### src/rtl/block_lock_fsm.sv
// block_lock_fsm: 64b/66b sync-header block lock controller with gearbox bit-slip
module block_lock_fsm #(
  parameter int HEAD_W       = 2,
  parameter int SH_CNT_MAX   = 64,
  parameter int SH_INVLD_MAX = 16,
  parameter int SLIP_WAIT    = 2,
  parameter int SLIP_CNT_W   = 8
) (
  input  logic                  clk,
  input  logic                  nreset,
  input  logic                  signal_ok_i,
  input  logic                  valid_i,
  input  logic [HEAD_W-1:0]     head_i,
  output logic                  slip_v_o,
  output logic                  block_lock_o,
  output logic [SLIP_CNT_W-1:0] slip_cnt_o
);
  localparam int CW = $clog2(SH_CNT_MAX + 1);
  localparam int IW = $clog2(SH_INVLD_MAX + 1);
  localparam int WW = $clog2(SLIP_WAIT + 1);
  localparam logic [CW-1:0] C_LAST = CW'(SH_CNT_MAX - 1);
  localparam logic [IW-1:0] I_LAST = IW'(SH_INVLD_MAX - 1);
  localparam logic [WW-1:0] W_LAST = WW'(SLIP_WAIT - 1);
  typedef enum logic [1:0] {S_INIT, S_TEST, S_SLIP_WAIT, S_LOCKED} state_t;
  state_t state;
  logic [CW-1:0] sh_cnt;
  logic [IW-1:0] sh_invld_cnt;
  logic [WW-1:0] wait_cnt;
  logic sh_valid;
  logic [SLIP_CNT_W-1:0] slip_next;
  always_comb begin
    sh_valid  = head_i[1] ^ head_i[0];
    slip_next = &slip_cnt_o ? slip_cnt_o : slip_cnt_o + 1'b1;
  end
  // slip_v_o defaults low each cycle, so a slip is always a single-cycle pulse
  always_ff @(posedge clk) begin
    if (nreset || !signal_ok_i) begin
      state        <= S_INIT;
      sh_cnt       <= '0;
      sh_invld_cnt <= '0;
      wait_cnt     <= '0;
      slip_v_o     <= 1'b0;
      block_lock_o <= 1'b0;
      slip_cnt_o   <= '0;
    end else begin
      slip_v_o <= 1'b0;
      case (state)
        S_INIT: state <= S_TEST;
        S_TEST: if (valid_i) begin
          if (!sh_valid) begin
            slip_v_o   <= 1'b1;
            sh_cnt     <= '0;
            slip_cnt_o <= slip_next;
            wait_cnt   <= '0;
            state      <= S_SLIP_WAIT;
          end else if (sh_cnt == C_LAST) begin
            block_lock_o <= 1'b1;
            sh_cnt       <= '0;
            sh_invld_cnt <= '0;
            slip_cnt_o   <= '0;
            state        <= S_LOCKED;
          end else
            sh_cnt <= sh_cnt + 1'b1;
        end
        S_SLIP_WAIT: if (wait_cnt == W_LAST) begin
          sh_cnt       <= '0;
          sh_invld_cnt <= '0;
          wait_cnt     <= '0;
          state        <= S_TEST;
        end else
          wait_cnt <= wait_cnt + 1'b1;
        S_LOCKED: if (valid_i) begin
          if (!sh_valid && sh_invld_cnt == I_LAST) begin
            block_lock_o <= 1'b0;
            slip_v_o     <= 1'b1;
            slip_cnt_o   <= SLIP_CNT_W'(1);
            sh_cnt       <= '0;
            sh_invld_cnt <= '0;
            wait_cnt     <= '0;
            state        <= S_SLIP_WAIT;
          end else if (sh_cnt == C_LAST) begin
            sh_cnt       <= '0;
            sh_invld_cnt <= '0;
          end else begin
            sh_cnt       <= sh_cnt + 1'b1;
            sh_invld_cnt <= sh_invld_cnt + IW'(!sh_valid);
          end
        end
        default: state <= S_INIT;
      endcase
    end
  end
endmodule

### config.mk
export PLATFORM = sky130hd
export DESIGN_NAME = block_lock_fsm
export DESIGN_NICKNAME = d
export VERILOG_FILES = /design/src/rtl/block_lock_fsm.sv
export SDC_FILE = /design/constraint.sdc
export NUM_CORES = 1
export LEC_CHECK = 0
export ABC_AREA = 1
export CAP_MARGIN = 20
export CORE_MARGIN = 5
export CORE_UTILIZATION = 30
export CTS_BUF_LIST = sky130_fd_sc_hd__clkbuf_2
export CTS_CLUSTER_SIZE = 30
export DETAILED_ROUTE_END_ITERATION = 6
export GPL_ROUTABILITY_DRIVEN = 1
export HOLD_SLACK_MARGIN = 0.03
export PLACE_DENSITY = 0.48
export SLEW_MARGIN = 10
export SYNTH_ARGS = -nofsm -noshare
export SYNTH_HDL_FRONTEND = slang
export SYNTH_SLANG_ARGS = --single-unit
### constraint.sdc
create_clock -name clk -period 1.35 [get_ports clk]
set_input_delay 0.3375 -clock clk [delete_from_list [all_inputs] [get_ports clk]]
set_output_delay 0.3375 -clock clk [all_outputs]
set_load 0.05 [all_outputs]
Yosys cells after proc, flatten, opt, wreduce, memory -nomap -nowiden

Index checks and enable logic that the tools add are counted.

Mux-type cells: 46
Reductions and logical operators: 14
Bitwise gates (word level): 1
$add $sub $neg: 4
Equality and inequality tests: 15

Operator list:

| operator                                                        | count |
|---|---|
| 8-bit 2-to-1 mux                                                | 6 |
| 7-bit 2-to-1 mux                                                | 6 |
| 5-bit 2-to-1 mux                                                | 7 |
| 2-bit 2-to-1 mux                                                | 11 |
| 7-bit case mux with 3 select lines                              | 1 |
| 6-bit AND reduction                                             | 3 |
| 8-bit case mux with 2 select lines                              | 1 |
| 5-bit case mux with 3 select lines                              | 1 |
| 2-bit != test, second input constant                            | 7 |
| 5-bit AND reduction                                             | 2 |
| 1-bit 2-to-1 mux                                                | 9 |
| 8-bit by 1-bit adder with 8-bit output, second input constant   | 1 |
| 2-bit case mux with 4 select lines                              | 1 |
| 8-bit AND reduction                                             | 1 |
| 7-bit by 1-bit adder with 7-bit output, second input constant   | 1 |
| 7-bit by 6-bit == test with 1-bit output, second input constant | 1 |
| 3-bit != test, second input constant                            | 2 |
| 2-bit case mux with 3 select lines                              | 1 |
| 5-bit by 1-bit adder with 5-bit output                          | 1 |
| 5-bit by 4-bit == test with 1-bit output, second input constant | 1 |
| 2-bit by 1-bit == test with 1-bit output, second input constant | 2 |
| 2-bit == test, second input constant                            | 2 |
| 1-bit case mux with 2 select lines                              | 2 |
| 4-bit AND reduction                                             | 1 |
| other kinds (8)                                                 | 9 |

Word-level logic and storage cells: 87
Flip-flop bits (word level): 26
Input bits: 6
Output and inout bits: 10

Logic depth before layout (Yosys ltp)

Depth in word-level cells: 7
Depth in mapped cells: 10
Gate-level depth less buffers: 10

Least setup slack after synthesis

Ideal clock, no wire load.

Path type: flip-flop to flip-flop
From: reg slip_cnt_o[0]
To: reg slip_cnt_o[6]
Arrival time: 1.647 ns
Setup time: 0.070 ns
Clock period less this slack: 1.718 ns
Path buffers: 0
Slack: -0.368 ns
Data required time: 1.280 ns
Cell stages (with the launch flop): 10
Path through: dfxtp_1 ha_1 nand2_1 nor2_1 nand3_1 nor2_1 nor2_1 nand2_2 nand2_1 a21oi_1

Longest elaborated chain between the ends: 5
Elaborated cells between the ends (all ways): 8
Those cells by class: add/sub: 1; eq/ne: 1; mux: 4; reduce/logical: 2

Ends and longest elaborated chain:

| what                                   | RTL line | source |
|---|---|---|
| start: declaration                     | 16       | `output logic [SLIP_CNT_W-1:0] slip_cnt_o` |
| start signal: assignment               | 53       | `slip_cnt_o <= slip_next;` |
| 8-bit by 1-bit adder with 8-bit output | 33       | `slip_next = &slip_cnt_o ? slip_cnt_o : slip_cnt_o + 1'b1;` |
| 8-bit 2-to-1 mux                       | 33       |  |
| 8-bit 2-to-1 mux                       | 50       | `if (!sh_valid) begin` |
| 8-bit 2-to-1 mux                       | 49       | `S_TEST: if (valid_i) begin` |
| 8-bit case mux with 2 select lines     | 47       | `case (state)` |

Parallel ways exist; a longest one is shown, timed or not. The select of a mux whose other input is x is not followed.
A chain may end at the register's enable or synchronous reset.

Worst setup path after layout

From: reg sh_cnt[1]
To: reg slip_cnt_o[1]

Longest elaborated chain between the ends: 3

Ends and longest elaborated chain:

| what                                     | RTL line | source |
|---|---|---|
| start: declaration                       | 26       | `logic [CW-1:0] sh_cnt;` |
| start signal: assignment                 | 63       | `sh_cnt <= sh_cnt + 1'b1;` |
| start signal: assignment                 | 85       | `sh_cnt <= sh_cnt + 1'b1;` |
| 7-bit by 6-bit == test with 1-bit output | 56       | `end else if (sh_cnt == C_LAST) begin` |
| 3-bit != test (no source line)           | --       |  |
| 6-bit AND reduction (no source line)     | --       |  |

Every way passes these cells.

==> results.md <==
- Outcome: finished, violations left
- Failing checks: negative setup slack
- Synth top area share: 33.2%
- Mapped Nets: 251
- Residual DRC: 0
- Switching share of power: 29.8%
- Largest area contributor in the netlist: dfxtp_1
- Seq pwr share: 56.9%
- Hold_buf cts: 0
- Largest family of logic cells by synthesized area: simple AND/OR/NAND/NOR gates
- Worst r2r path cells: 8
- Crit share post-route: 106%
- TritonRoute pass-1 iters: 4
- Initial antenna violation count: 0
- Post-synthesis adder-cell area fraction: 3.19%
- Vias in the first global route: 1,673
- Slew Limit Fails: 0
- Seq/Total Area, Yosys: 33.2%
- Max Fclk: 701 MHz
- Chip width: 82.3 um
- Final setup margin: -75.8 ps
- Synth area leaders: dfxtp_1 (33%), nand2_1 (14%), nor2_1 (9.3%), nand3_1 (6.4%), inv_1 (5.7%)
- Num rows: 26
- Mapped cell area: 0.00157 sq mm
- Leak: 1.08 nW
- Half-perimeter wire length after placement: 3.09 mm
- Gr usage total: 14.2%
- Primary FF master, synth: dfxtp_1
- Worst vdd ir: 383 uV
- Ys async rst share: 0%
- CTS tree: built
- Clk Latency, worst-skew pair: 360 ps
- Critical Path AT: 1720 ps
- Worst hold path cell count: 2
- Clock power frac: 23.2%
- Die area: 0.00678 sq mm
- Area delta synth->final: 61.6%
- Die H: 82.3 um
- Worst Hold Class: flop to flop
- Vias per cell: 4.55
- Comb power frac: 19.9%
- Worst Path Max Fanout: 8
- Routed Antenna Nets: 0
- Top cells by count, synth: nand2_1 (58), nor2_1 (39), dfxtp_1 (26)
- First-pass GRT wire length: 7.56 mm
- Worst clock skew: 8.56 ps
- PortBufs: 15
- Setup CP Type: flop to flop
- Worst Tran Pin Value: 389 ps
- Share of cells above drive strength 1: 43.4%
- Count leader, synth: nand2_1
- Initial Utilization: 30.7%
- Worst-path clk slew: 250 ps
- XOR/XNOR Fraction of Synth Area: 3.91%
- Post-place setup slack: -557 ps
- Worst EP required: 1640 ps
- CTS root buf: clkbuf_2
- GP Congestion: 0.829
- Max_cap viols: 0
- Multiplexer share of the synthesized area: 0%
- Mapped Cells: 241
- Synth Register Bits: 26
- Compound-Gate Fraction of Synth Area: 12.0%
- Clock sink total: 26
- Synthesis warning total: 0
- Endpoint, Worst Hold: wait_cnt[0]$_SDFFE_PP0P_
- Vias: 1,726
- Post-Synth Simple-Gate Area: 40.7%
- RSZ-0062 raised after global routing: yes
- WL per Instance: 11.3 um
- Internal power: 966 uW
- Final setup vio count: 13
- Hold Fails Final Rpt: 0
- Psw: 410 uW
- Hold wc startpoint: wait_cnt[0]$_SDFFE_PP0P_
- Power Total: 1.38 mW
- Yosys cell types: 28
- Period minus WS final: 1430 ps
- Pwr dens: 543 mW/mm^2
- Fin nets: 320
- Largest net degree at the start of global routing: 15
- DRT Wirelength: 4.29 mm
- Reg-to-reg endpoint: slip_cnt_o[1]$_SDFFE_PP0P_
- Post-synth EDFFs: 0
- First DRT Iteration DRCs: 45
- Worst Setup End Kind: flop
- Hold slack: 475 ps
- Clock buffer depth: 2
- Rel. slew slack: 74.1%
- CTS Buf Count: 3
- Core area: 0.00511 sq mm
- Startpoint Class: flop
- Final Core Density: 49.6%
- Worst R2R Setup Slack: -80 ps
- I/O pin cnt: 16
- GRT overflow: 0
- Antenna cells: 0
- CTS H-Tree Depth: 1
- Crit Reg-Reg Startpoint: sh_cnt[1]$_SDFFE_PP0P_
- Synth Area per Inst: 6.51 sq um
==> metal layers <==
metal | global-route usage (%) | part of all wire, % | routed length, um | vias up
met2 | 23.2 | 46 | 1970 | 20
li1 | - | - | - | 914
met4 | 3.49 | 0.63 | 27 | 0
met1 | 19.8 | 51 | 2180 | 788
met3 | 1.63 | 2.6 | 111 | 4
met5 | 0 | 0 | 0 | -
==> final cells by class <==
type                            instances  area (sq um)
Timing Repair Buffer                   66           653
Inverter                               27           106
Tap cell                               70          87.6
Multi-Input combinational cell        186          1110
Fill cell                             504          2570
Sequential cell                        26           554
Clock buffer                            4          20.0
==> placed cells by master (no fill, tap or decap), types with 6 or more instances in the layout <==
cell / Yosys / final
buf_12: 0 / 10
a21oi_1: 16 / 9
nand2_4: 2 / 6
dfxtp_2: 0 / 9
inv_1: 24 / 22
nand2_2: 7 / 10
nand2_1: 58 / 51
nor2_4: 2 / 6
dfxtp_1: 26 / 11
nor2_2: 4 / 8
o21ai_1: 2 / 8
nor2_1: 39 / 31
a21oi_2: 0 / 7
dfxtp_4: 0 / 6
buf_6: 0 / 6
buf_4: 0 / 45
nand3_1: 20 / 17
==> cells by family (layout without fill, tap and decap cells) <==
| group | Yosys count | after routing |
|---|---|---|
| flops | 26 | 26 |
| compound gates | 34 | 34 |
| buf+inv | 29 | 97 |
| simple gates | 141 | 141 |
| fa+ha+maj | 4 | 4 |
| xor+xnor | 7 | 7 |
==> state kept, by name, summed over array words and instances (netlist names) <==
signal / cells
state: 2
sh_invld_cnt: 5
wait_cnt: 2
sh_cnt: 7
block_lock_o: 1
slip_v_o: 1
slip_cnt_o: 8
==> worst max path at each step <==
stage / start / slack (ps) / endpoint / depth (start not counted)
floorplan: head_i[1] / 5 / sh_invld_cnt[4]$_SDFFE_PP0P_ / 9
global placement: head_i[1] / -520 / sh_invld_cnt[4]$_SDFFE_PP0P_ / 10
detailed placement: head_i[1] / -560 / sh_invld_cnt[4]$_SDFFE_PP0P_ / 10
CTS: slip_cnt_o[1]$_SDFFE_PP0P_ / -80 / slip_cnt_o[4]$_SDFFE_PP0P_ / 9
global route: sh_cnt[1]$_SDFFE_PP0P_ / -190 / slip_cnt_o[3]$_SDFFE_PP0P_ / 9
finish: sh_cnt[1]$_SDFFE_PP0P_ / -80 / slip_cnt_o[1]$_SDFFE_PP0P_ / 8
==> stage by stage <==
stage,cell area [sq um],cells,setup TNS [ps]
3_5_place_dp,2250,362,-11900
6_report,2530,379,-533
5_1_grt,2530,379,-2730
2_1_floorplan,1630,241,0
4_1_cts,2400,375,-812
3_3_place_gp,2250,362,-11530
==> power by group through the flow <==
stage / logic [mW] / registers [mW] / clock network, mW
finish: 0.273 / 0.784 / 0.320
detailed placement: 0.240 / 0.798 / 0
global route: 0.300 / 0.787 / 0.374
global placement: 0.242 / 0.798 / 0
CTS: 0.252 / 0.782 / 0.339
floorplan: 0.120 / 0.808 / 0
==> worst max-delay path: stages, from the launching register on <==
cell and delay, ps:
dfxtp_2 410, ha_4 150, nand3_4 90, nor2_4 150, nor2_2 90, nor2_2 160, nand2_4 120, a21oi_2 140
nor2_1 50
==> repair_timing <==
item / in CTS / in global routing
setup buffers: 10 / 4
pin swaps: 19 / 15
resized for setup: 28 / 34
setup endpoints to repair: 27 / 34
Power figures use the tool's default switching activity.
